--- src/rtl/color_sequencer_if.sv ---
`default_nettype none
// ============================================================================
// color_sequencer_if : button inputs and colour/LED outputs of color_sequencer
// Revision 1.0
// ============================================================================
interface color_sequencer_if;
  logic       sw1;
  logic       sw2;
  logic [2:0] color;
  logic       auto_mode;
  logic       led_r;
  logic       led_g;
  logic       led_b;

  modport master (
    output sw1, sw2,
    input  color, auto_mode, led_r, led_g, led_b
  );

  modport slave (
    input  sw1, sw2,
    output color, auto_mode, led_r, led_g, led_b
  );
endinterface
`default_nettype wire

--- src/rtl/color_sequencer.sv ---
`default_nettype none
// ============================================================================
// color_sequencer : debounced buttons step a 3-bit colour, manually or on a
//                   dwell timer, driving PWM-gated RGB LEDs
// Revision 1.0
// ============================================================================
module color_sequencer #(
  parameter int DEBOUNCE_CYCLES = 4,
  parameter int DWELL_CYCLES    = 16,
  parameter int PWM_BITS        = 4,
  parameter int DUTY            = 16
) (
  input  logic             clk,
  input  logic             rst_n,
  color_sequencer_if.slave bus
);

  localparam int C_DB_W = (DEBOUNCE_CYCLES > 1) ? $clog2(DEBOUNCE_CYCLES) : 1;
  localparam int C_DW_W = $clog2(DWELL_CYCLES);
  localparam logic [C_DB_W-1:0]   C_DB_LAST    = C_DB_W'(DEBOUNCE_CYCLES - 1);
  localparam logic [C_DW_W-1:0]   C_DWELL_LAST = C_DW_W'(DWELL_CYCLES - 1);
  localparam logic [PWM_BITS:0]   C_DUTY       = (PWM_BITS + 1)'(DUTY);

  localparam logic [0:0] S_MANUAL = 1'b0;
  localparam logic [0:0] S_AUTO   = 1'b1;

  logic [1:0]          w_pin;
  logic [1:0]          w_press;
  logic [0:0]          r_state;
  logic [0:0]          w_state_next;
  logic                w_auto;
  logic                w_tick;
  logic [2:0]          r_color;
  logic [C_DW_W-1:0]   r_dwell;
  logic [PWM_BITS-1:0] r_pwm;
  logic                w_pwm_on;
  logic                r_led_r;
  logic                r_led_g;
  logic                r_led_b;

  assign w_pin = {bus.sw2, bus.sw1};

  // index 0 = SW1 (mode), index 1 = SW2 (step)
  for (genvar i = 0; i < 2; i++) begin : g_sw
    logic              r_sync1;
    logic              r_sync2;
    logic              r_level;
    logic              r_level_d;
    logic [C_DB_W-1:0] r_cnt;

    always_ff @(posedge clk or negedge rst_n) begin
      if (!rst_n) begin
        r_sync1   <= 1'b0;
        r_sync2   <= 1'b0;
        r_level   <= 1'b0;
        r_level_d <= 1'b0;
        r_cnt     <= '0;
      end else begin
        r_sync1   <= w_pin[i];
        r_sync2   <= r_sync1;
        r_level_d <= r_level;
        if (r_sync2 == r_level) begin
          r_cnt <= '0;
        end else if (r_cnt == C_DB_LAST) begin
          r_level <= ~r_level;
          r_cnt   <= '0;
        end else begin
          r_cnt <= r_cnt + C_DB_W'(1);
        end
      end
    end

    assign w_press[i] = r_level & ~r_level_d;
  end

  always_ff @(posedge clk or negedge rst_n) begin
    if (!rst_n) begin
      r_state <= S_MANUAL;
    end else begin
      r_state <= w_state_next;
    end
  end

  always_comb begin
    w_state_next = r_state;
    if (w_press[0]) begin
      w_state_next = (r_state == S_MANUAL) ? S_AUTO : S_MANUAL;
    end
  end

  always_comb begin
    w_auto = (r_state == S_AUTO);
  end

  assign w_tick = w_auto && (r_dwell == C_DWELL_LAST);

  // a step press and a dwell wrap in the same cycle still advance only once
  always_ff @(posedge clk or negedge rst_n) begin
    if (!rst_n) begin
      r_color <= 3'd0;
      r_dwell <= '0;
    end else begin
      if (w_press[1] || w_tick) begin
        r_color <= r_color + 3'd1;
      end
      if (w_press[0] || w_press[1] || !w_auto || w_tick) begin
        r_dwell <= '0;
      end else begin
        r_dwell <= r_dwell + C_DW_W'(1);
      end
    end
  end

  assign w_pwm_on = ({1'b0, r_pwm} < C_DUTY);

  always_ff @(posedge clk or negedge rst_n) begin
    if (!rst_n) begin
      r_pwm   <= '0;
      r_led_r <= 1'b0;
      r_led_g <= 1'b0;
      r_led_b <= 1'b0;
    end else begin
      r_pwm   <= r_pwm + PWM_BITS'(1);
      r_led_r <= r_color[2] & w_pwm_on;
      r_led_g <= r_color[1] & w_pwm_on;
      r_led_b <= r_color[0] & w_pwm_on;
    end
  end

  assign bus.color     = r_color;
  assign bus.auto_mode = w_auto;
  assign bus.led_r     = r_led_r;
  assign bus.led_g     = r_led_g;
  assign bus.led_b     = r_led_b;

endmodule
`default_nettype wire
--- src/flat_wrapper.sv ---
// flat-port wrapper written by rule: the top's interface ports become plain ports
module color_sequencer_flat 
#(
  parameter int DEBOUNCE_CYCLES = 4,
  parameter int DWELL_CYCLES    = 16,
  parameter int PWM_BITS        = 4,
  parameter int DUTY            = 16
)
  (clk, rst_n, bus_sw1, bus_sw2, bus_color, bus_auto_mode, bus_led_r, bus_led_g, bus_led_b);
  color_sequencer_if bus_i ();
  input  logic clk;
  input  logic rst_n;
  input wire logic [$bits(bus_i.sw1)-1:0] bus_sw1;
  input wire logic [$bits(bus_i.sw2)-1:0] bus_sw2;
  output wire logic [$bits(bus_i.color)-1:0] bus_color;
  output wire logic [$bits(bus_i.auto_mode)-1:0] bus_auto_mode;
  output wire logic [$bits(bus_i.led_r)-1:0] bus_led_r;
  output wire logic [$bits(bus_i.led_g)-1:0] bus_led_g;
  output wire logic [$bits(bus_i.led_b)-1:0] bus_led_b;
  assign bus_i.sw1 = bus_sw1;
  assign bus_i.sw2 = bus_sw2;
  assign bus_color = bus_i.color;
  assign bus_auto_mode = bus_i.auto_mode;
  assign bus_led_r = bus_i.led_r;
  assign bus_led_g = bus_i.led_g;
  assign bus_led_b = bus_i.led_b;
  color_sequencer #(.DEBOUNCE_CYCLES(DEBOUNCE_CYCLES), .DWELL_CYCLES(DWELL_CYCLES), .PWM_BITS(PWM_BITS), .DUTY(DUTY)) u_core (.clk(clk), .rst_n(rst_n), .bus(bus_i));
endmodule
--- config.mk ---
export PLATFORM = sky130hd
export DESIGN_NAME = color_sequencer_flat
export DESIGN_NICKNAME = d
export VERILOG_FILES = /design/src/rtl/color_sequencer_if.sv /design/src/rtl/color_sequencer.sv /design/src/flat_wrapper.sv
export SDC_FILE = /design/constraint.sdc
export NUM_CORES = 1
export LEC_CHECK = 0
export CAP_MARGIN = 0
export CORE_ASPECT_RATIO = 0.7
export CORE_MARGIN = 2
export CORE_UTILIZATION = 40
export CTS_CLUSTER_SIZE = 20
export DETAILED_ROUTE_END_ITERATION = 6
export PLACE_DENSITY = 0.65
export SLEW_MARGIN = 20
export SYNTH_ARGS = -nofsm -noshare
export SYNTH_HDL_FRONTEND = slang
export SYNTH_SLANG_ARGS = --single-unit
--- constraint.sdc ---
create_clock -name clk -period 2.5 [get_ports clk]
set_input_delay 0.75 -clock clk [delete_from_list [all_inputs] [get_ports clk]]
set_output_delay 0.75 -clock clk [all_outputs]
set_load 0.05 [all_outputs]
==> metrics.csv, run 1 <==
metric,value,unit
most frequent cells in the layout,"dfrtp_1, clkdlybuf4s50_1, nor2_1, xnor2_1, ha_1",
clk sinks,23,
WL/cell,12.0,um
global-route wire length before repair,1970,um
fin. max-slew vios,0,
Post-Route Setup TNS,0,ps
Total GRT Usage,11.3,%
Max-Cap Viols,0,
Leak Pwr,0.452,nW
Core Rows,13,
total gr overflow,0,
largest family of logic cells by synthesized area,simple AND/OR/NAND/NOR gates,
Die Span Y,41.8,um
synth top area cells,"dfrtp_1, ha_1, xnor2_1, xor2_1, mux2_2",
final worst setup slack,170,ps
die area,2430,um2
count of final setup violators,0,
mux cell area share after synthesis,4.59,%
fmax,0.429,GHz
final WL,1080,um
CP Max Fanout,4,
worst path cell trace,clkdlybuf4s50_1,
routed vias/inst,4.63,
crit path time final,2330,ps
largest net degree at the start of global routing,24,
register area share after synthesis,70.4,%
CP Class,reg -> out,
DRT iter0 DRCs,1,
Clock Tree Root,clkbuf_4,
Die X,58.0,um
syn_nets,61,
Hold WC Path Type,reg -> reg,
CTS HTree Levels,1,
pre-CTS setup slack,520,ps
number of CTS-inserted buffers,3,
Routed Antenna Nets,0,
Setup Skew,11.9,ps
"Max stage delay cell, worst path",clkdlybuf4s50_1,
Synth Area in Compound Gates,1.38,%
"Data required, critical path",1750,ps
DRC viols,0,
Yosys reg bits,23,
nets,77,
PostCTS Resize Cnt,0,
drt first pass iters,2,
Syn Area/Cell,15.4,um2
Worst slew margin,65.6,%
GPL Wtd Cong,0.612,
port buffer count,10,
Worst-Margin Slew,514,ps
Critical Path End Type,output pin,
Post-Synth Simple-Gate Area,9.49,%
CP arrival,1580,ps
CTS tree,done,
VDD IR max,831,uV
count of different cell masters after synthesis,16,
Synth top area share,70.4,%
final period utilization,93.2,%
XOR/XNOR Fraction of Synth Area,7.50,%
io pins,11,
Power Density,1350,nW/um2
RSZ-0062 raised after global routing,no,
clk_lat worst skew,310,ps
buffer count from post-CTS setup fixing,0,
"commonest non-fill, non-tap cell in the layout",dfrtp_1,
Final Hold Violating Endpoints,0,
initial core utilization,43.3,%
CP Launch Type,flop,
Synth warnings,0,
clock buffer depth,2,
Core Box Area,1890,um2
CP bufs+invs,1,
vias in the first global route,445,
mapped cell area,817,um2
Mapped Cells,53,
status,completed,
share of cells above drive strength 1,13.2,%
vias,417,
area delta synth->final,19.8,%
Synth Area in Adders,6.13,%
Synth area leader,dfrtp_1,
ANT cells,0,
# hold bufs at CTS,0,
"Largest delay share family, worst path",buffers and inverters,
Clock Pin Slew Worst Setup and Hold Paths,120,ps
initial antenna violation count,0,
Critical Path Max Stage Delay,830,ps
==> cell usage after synthesis <==
library cell and number:
mux2_4 1, nor2b_1 2, nand2b_1 2, nor2_1 4
nand4_2 1, dfrtp_1 23, nand4_1 1, xor2_1 3
inv_1 1, xnor2_1 4, nand2_1 1, ha_1 4
a21boi_2 1, nor3_1 2, mux2_2 2, nand3_1 1
==> final timing paths <==
check,depth (start not counted),startpoint,endpoint,slack (ps)
max,1,u_core.bus.auto_mode$_DFFE_PN0P_,bus_auto_mode,170
min,0,u_core.g_sw[1].r_sync1$_DFF_PN0_,u_core.g_sw[1].r_sync2$_DFF_PN0_,360
max reg2reg,4,u_core.r_dwell[0]$_DFF_PN0_,u_core.bus.color[1]$_DFFE_PN0P_,1190
min reg2reg,0,u_core.g_sw[1].r_sync1$_DFF_PN0_,u_core.g_sw[1].r_sync2$_DFF_PN0_,360
max in group asynchronous,2,rst_n,u_core.g_sw[0].r_sync1$_DFF_PN0_,1500
min in group asynchronous,2,rst_n,u_core.g_sw[0].r_level_d$_DFF_PN0_,770
==> through the flow <==
step           instances  hold WS, ps  area [um2]  power [mW]  utilization [%]
2_1_floorplan         53          331         817       0.987                -
3_3_place_gp          86          333         952        1.16             50.5
3_5_place_dp          86          336         952        1.17             50.5
4_1_cts               90          363         978        1.34             51.9
5_1_grt               90          373         978        1.41             51.9
6_report              90          360         978        1.32             51.9
==> per-layer routing <==
layer	vias up	wire (um)	GRT usage, %
met5	-	0	0
met1	197	565	14.7
met2	11	419	14.5
met3	4	73	6.85
li1	205	-	-
met4	0	23	5.58
==> power breakdown <==
part | switching, mW | internal, mW | total, mW
registers | 0.0878 | 0.507 | 0.595
clock network | 0.103 | 0.0622 | 0.165
logic | 0.337 | 0.224 | 0.561
==> layout make-up <==
class / count / area [um2]
fill: 162 / 908
sequential: 23 / 576
multi-input combinational: 29 / 238
timing repair buffer: 11 / 108
clock buffer: 4 / 26.3
inverter: 1 / 3.75
tap: 22 / 27.5
==> flip-flops by register name (all words and copies together) (netlist names) <==
| name | count |
|---|---|
| u_core.g_sw.r_sync1 | 2 |
| u_core.r_dwell | 4 |
| u_core.g_sw.r_level_d | 2 |
| u_core.bus.auto_mode | 1 |
| u_core.bus.led_g | 1 |
| u_core.bus.color | 3 |
| u_core.bus.led_r | 1 |
| u_core.g_sw.r_sync2 | 2 |
| u_core.bus.led_b | 1 |
| u_core.g_sw.r_cnt | 4 |
| u_core.g_sw.r_level | 2 |
==> cell families after synthesis <==
| group | after synthesis |
|---|---|
| and+or+nand+nor | 14 |
| muxes | 3 |
| DFF | 23 |
| AOI/OAI and AO/OA | 1 |
| adders and majority gates | 4 |
| xor gates and xnor gates | 7 |
| buffers and inverters | 1 |
Note: power is estimated with default switching activity, not from simulation.
==> run 2: changes to the inputs <==
CORE_MARGIN = 4   (was 2)
PLACE_DENSITY = 0.68   (was 0.65)
clock period = 2.1 ns   (was 2.5 ns; I/O delays follow)
==> metrics.csv, run 2 (same netlist as run 1, synthesis figures left out) <==
metric,value,unit,change
"Data required, critical path",1470,ps,-280 ps
vias in the first global route,432,,-2.9%
Core Box Area,1900,um2,+0.86%
largest net degree at the start of global routing,24,,unchanged
initial core utilization,42.9,%,-0.37 points
Max-Cap Viols,0,,unchanged
CP bufs+invs,1,,unchanged
global-route wire length before repair,1990,um,+1.1%
Core Rows,13,,unchanged
Post-Route Setup TNS,0,ps,unchanged
io pins,11,,unchanged
worst hold slack,358,ps,-2.02 ps
Routed Antenna Nets,0,,unchanged
CP Max Fanout,1,,-3
final worst setup slack,433,ps,+262 ps
CP Class,reg -> out,,
worst path cell trace,dlymetal6s2s_1,,
Setup Skew,4.12,ps,-7.75 ps
Critical Path End Type,output pin,,
"commonest non-fill, non-tap cell in the layout",dfrtp_1,,
GPL Wtd Cong,0.698,,+14%
clk sinks,23,,unchanged
initial antenna violation count,0,,unchanged
WL/cell,12.1,um,+0.18%
status,completed,,
Worst-Margin Slew,500,ps,-14.2 ps
share of cells above drive strength 1,20.6,%,+7.4 points
nets,77,,unchanged
Clock Pin Slew Worst Setup and Hold Paths,110,ps,about the same
ANT cells,0,,unchanged
Worst slew margin,66.6,%,+1.0 points
port buffer count,10,,unchanged
DRC viols,0,,unchanged
Leak Pwr,0.477,nW,+5.3%
fmax,0.600,GHz,
clk_lat worst skew,290,ps,-20 ps
CP Launch Type,flop,,
Clock Tree Root,clkbuf_4,,
VDD IR max,1120,uV,+34%
crit path time final,1670,ps,
Hold WC Path Type,reg -> reg,,
CTS HTree Levels,1,,unchanged
area delta synth->final,18.8,%,
HPWL after detailed placement,845,um,
vias,414,,-0.72%
total gr overflow,0,,unchanged
clock buffer depth,2,,unchanged
die area,2840,um2,+17%
Die X,62.0,um,+6.9%
routed vias/inst,4.60,,-0.72%
DRT iter0 DRCs,1,,unchanged
final WL,1090,um,+0.18%
Die Span Y,45.8,um,+9.6%
"Max stage delay cell, worst path",dlymetal6s2s_1,,
count of final setup violators,0,,unchanged
fin. max-slew vios,0,,unchanged
most frequent cells in the layout,"dfrtp_1, buf_4, nor2_1, xnor2_1, ha_1",,
"Largest delay share family, worst path",buffers and inverters,,
Total GRT Usage,9.79,%,-1.5 points
total chip power,1.54,mW,+17%
drt first pass iters,2,,unchanged
RSZ-0062 raised after global routing,no,,
Critical Path Max Stage Delay,410,ps,-420 ps
pre-CTS setup slack,371,ps,-149 ps
number of CTS-inserted buffers,3,,unchanged
Power Density,1590,nW/um2,+18%
CP arrival,1040,ps,-540 ps
Final Hold Violating Endpoints,0,,unchanged
CTS tree,done,,
final period utilization,79.4,%,
==> run 2: cell types whose count changed in the layout (fill, tap and decap cells not counted), sizes merged <==
cell / before / now
clkdlybuf4s50: 10 / 3
dlymetal6s2s: 0 / 2
buf: 1 / 6
==> run 2: path summary, 6_finish.rpt <==
path	to	slack (ps)	depth (start not counted)	from
setup reg to reg	u_core.bus.color[1]$_DFFE_PN0P_	760	4	u_core.r_dwell[0]$_DFF_PN0_
setup / recovery	bus_led_r	430	1	u_core.bus.led_r$_DFF_PN0_
min in group asynchronous	u_core.g_sw[1].r_sync1$_DFF_PN0_	680	2	rst_n
hold reg to reg	u_core.g_sw[0].r_sync2$_DFF_PN0_	360	0	u_core.g_sw[0].r_sync1$_DFF_PN0_
max in group asynchronous	u_core.g_sw[0].r_cnt[1]$_DFF_PN0_	1200	2	rst_n
hold / removal	u_core.g_sw[0].r_sync2$_DFF_PN0_	360	0	u_core.g_sw[0].r_sync1$_DFF_PN0_
==> run 2: per-layer routing <==
layer  global-route usage, %  share of wire (%)  routed length [um]
met1                    13.7                 47                 509
met2                    14.3                 48                 516
met3                    3.68                5.4                  59
met4                    2.54                  0                   0
met5                       0                  0                   0
==> run 2: cell type report <==
| cell class | count | area, um2 |
|---|---|---|
| Clock buffer | 4 | 26.3 |
| Fill cell | 166 | 932 |
| Inverter | 1 | 3.75 |
| Multi-Input combinational cell | 29 | 238 |
| Sequential cell | 23 | 576 |
| Tap cell | 22 | 27.5 |
| Timing Repair Buffer | 11 | 100 |
==> run 2: what timing repair did <==
action,CTS,global route
gates resized for setup,0,2
setup endpoints to repair,0,2
buffers inserted,0,0
hold buffers,0,0
==> run 2: power breakdown <==
part / total (mW) / internal (mW) / leakage [nW] / switching [mW]
Sequential: 0.705 / 0.603 / 0.283 / 0.101
Clock: 0.186 / 0.0737 / 0.0150 / 0.112
Combinational: 0.651 / 0.248 / 0.179 / 0.403
==> run 2: through the flow <==
stage / cell area [um2] / utilization (%) / instances
4_1_cts: 966 / 50.8 / 90
5_1_grt: 971 / 51.0 / 90
6_report: 971 / 51.0 / 90
2_1_floorplan: 817 / - / 53
3_3_place_gp: 940 / 49.4 / 86
3_5_place_dp: 940 / 49.4 / 86
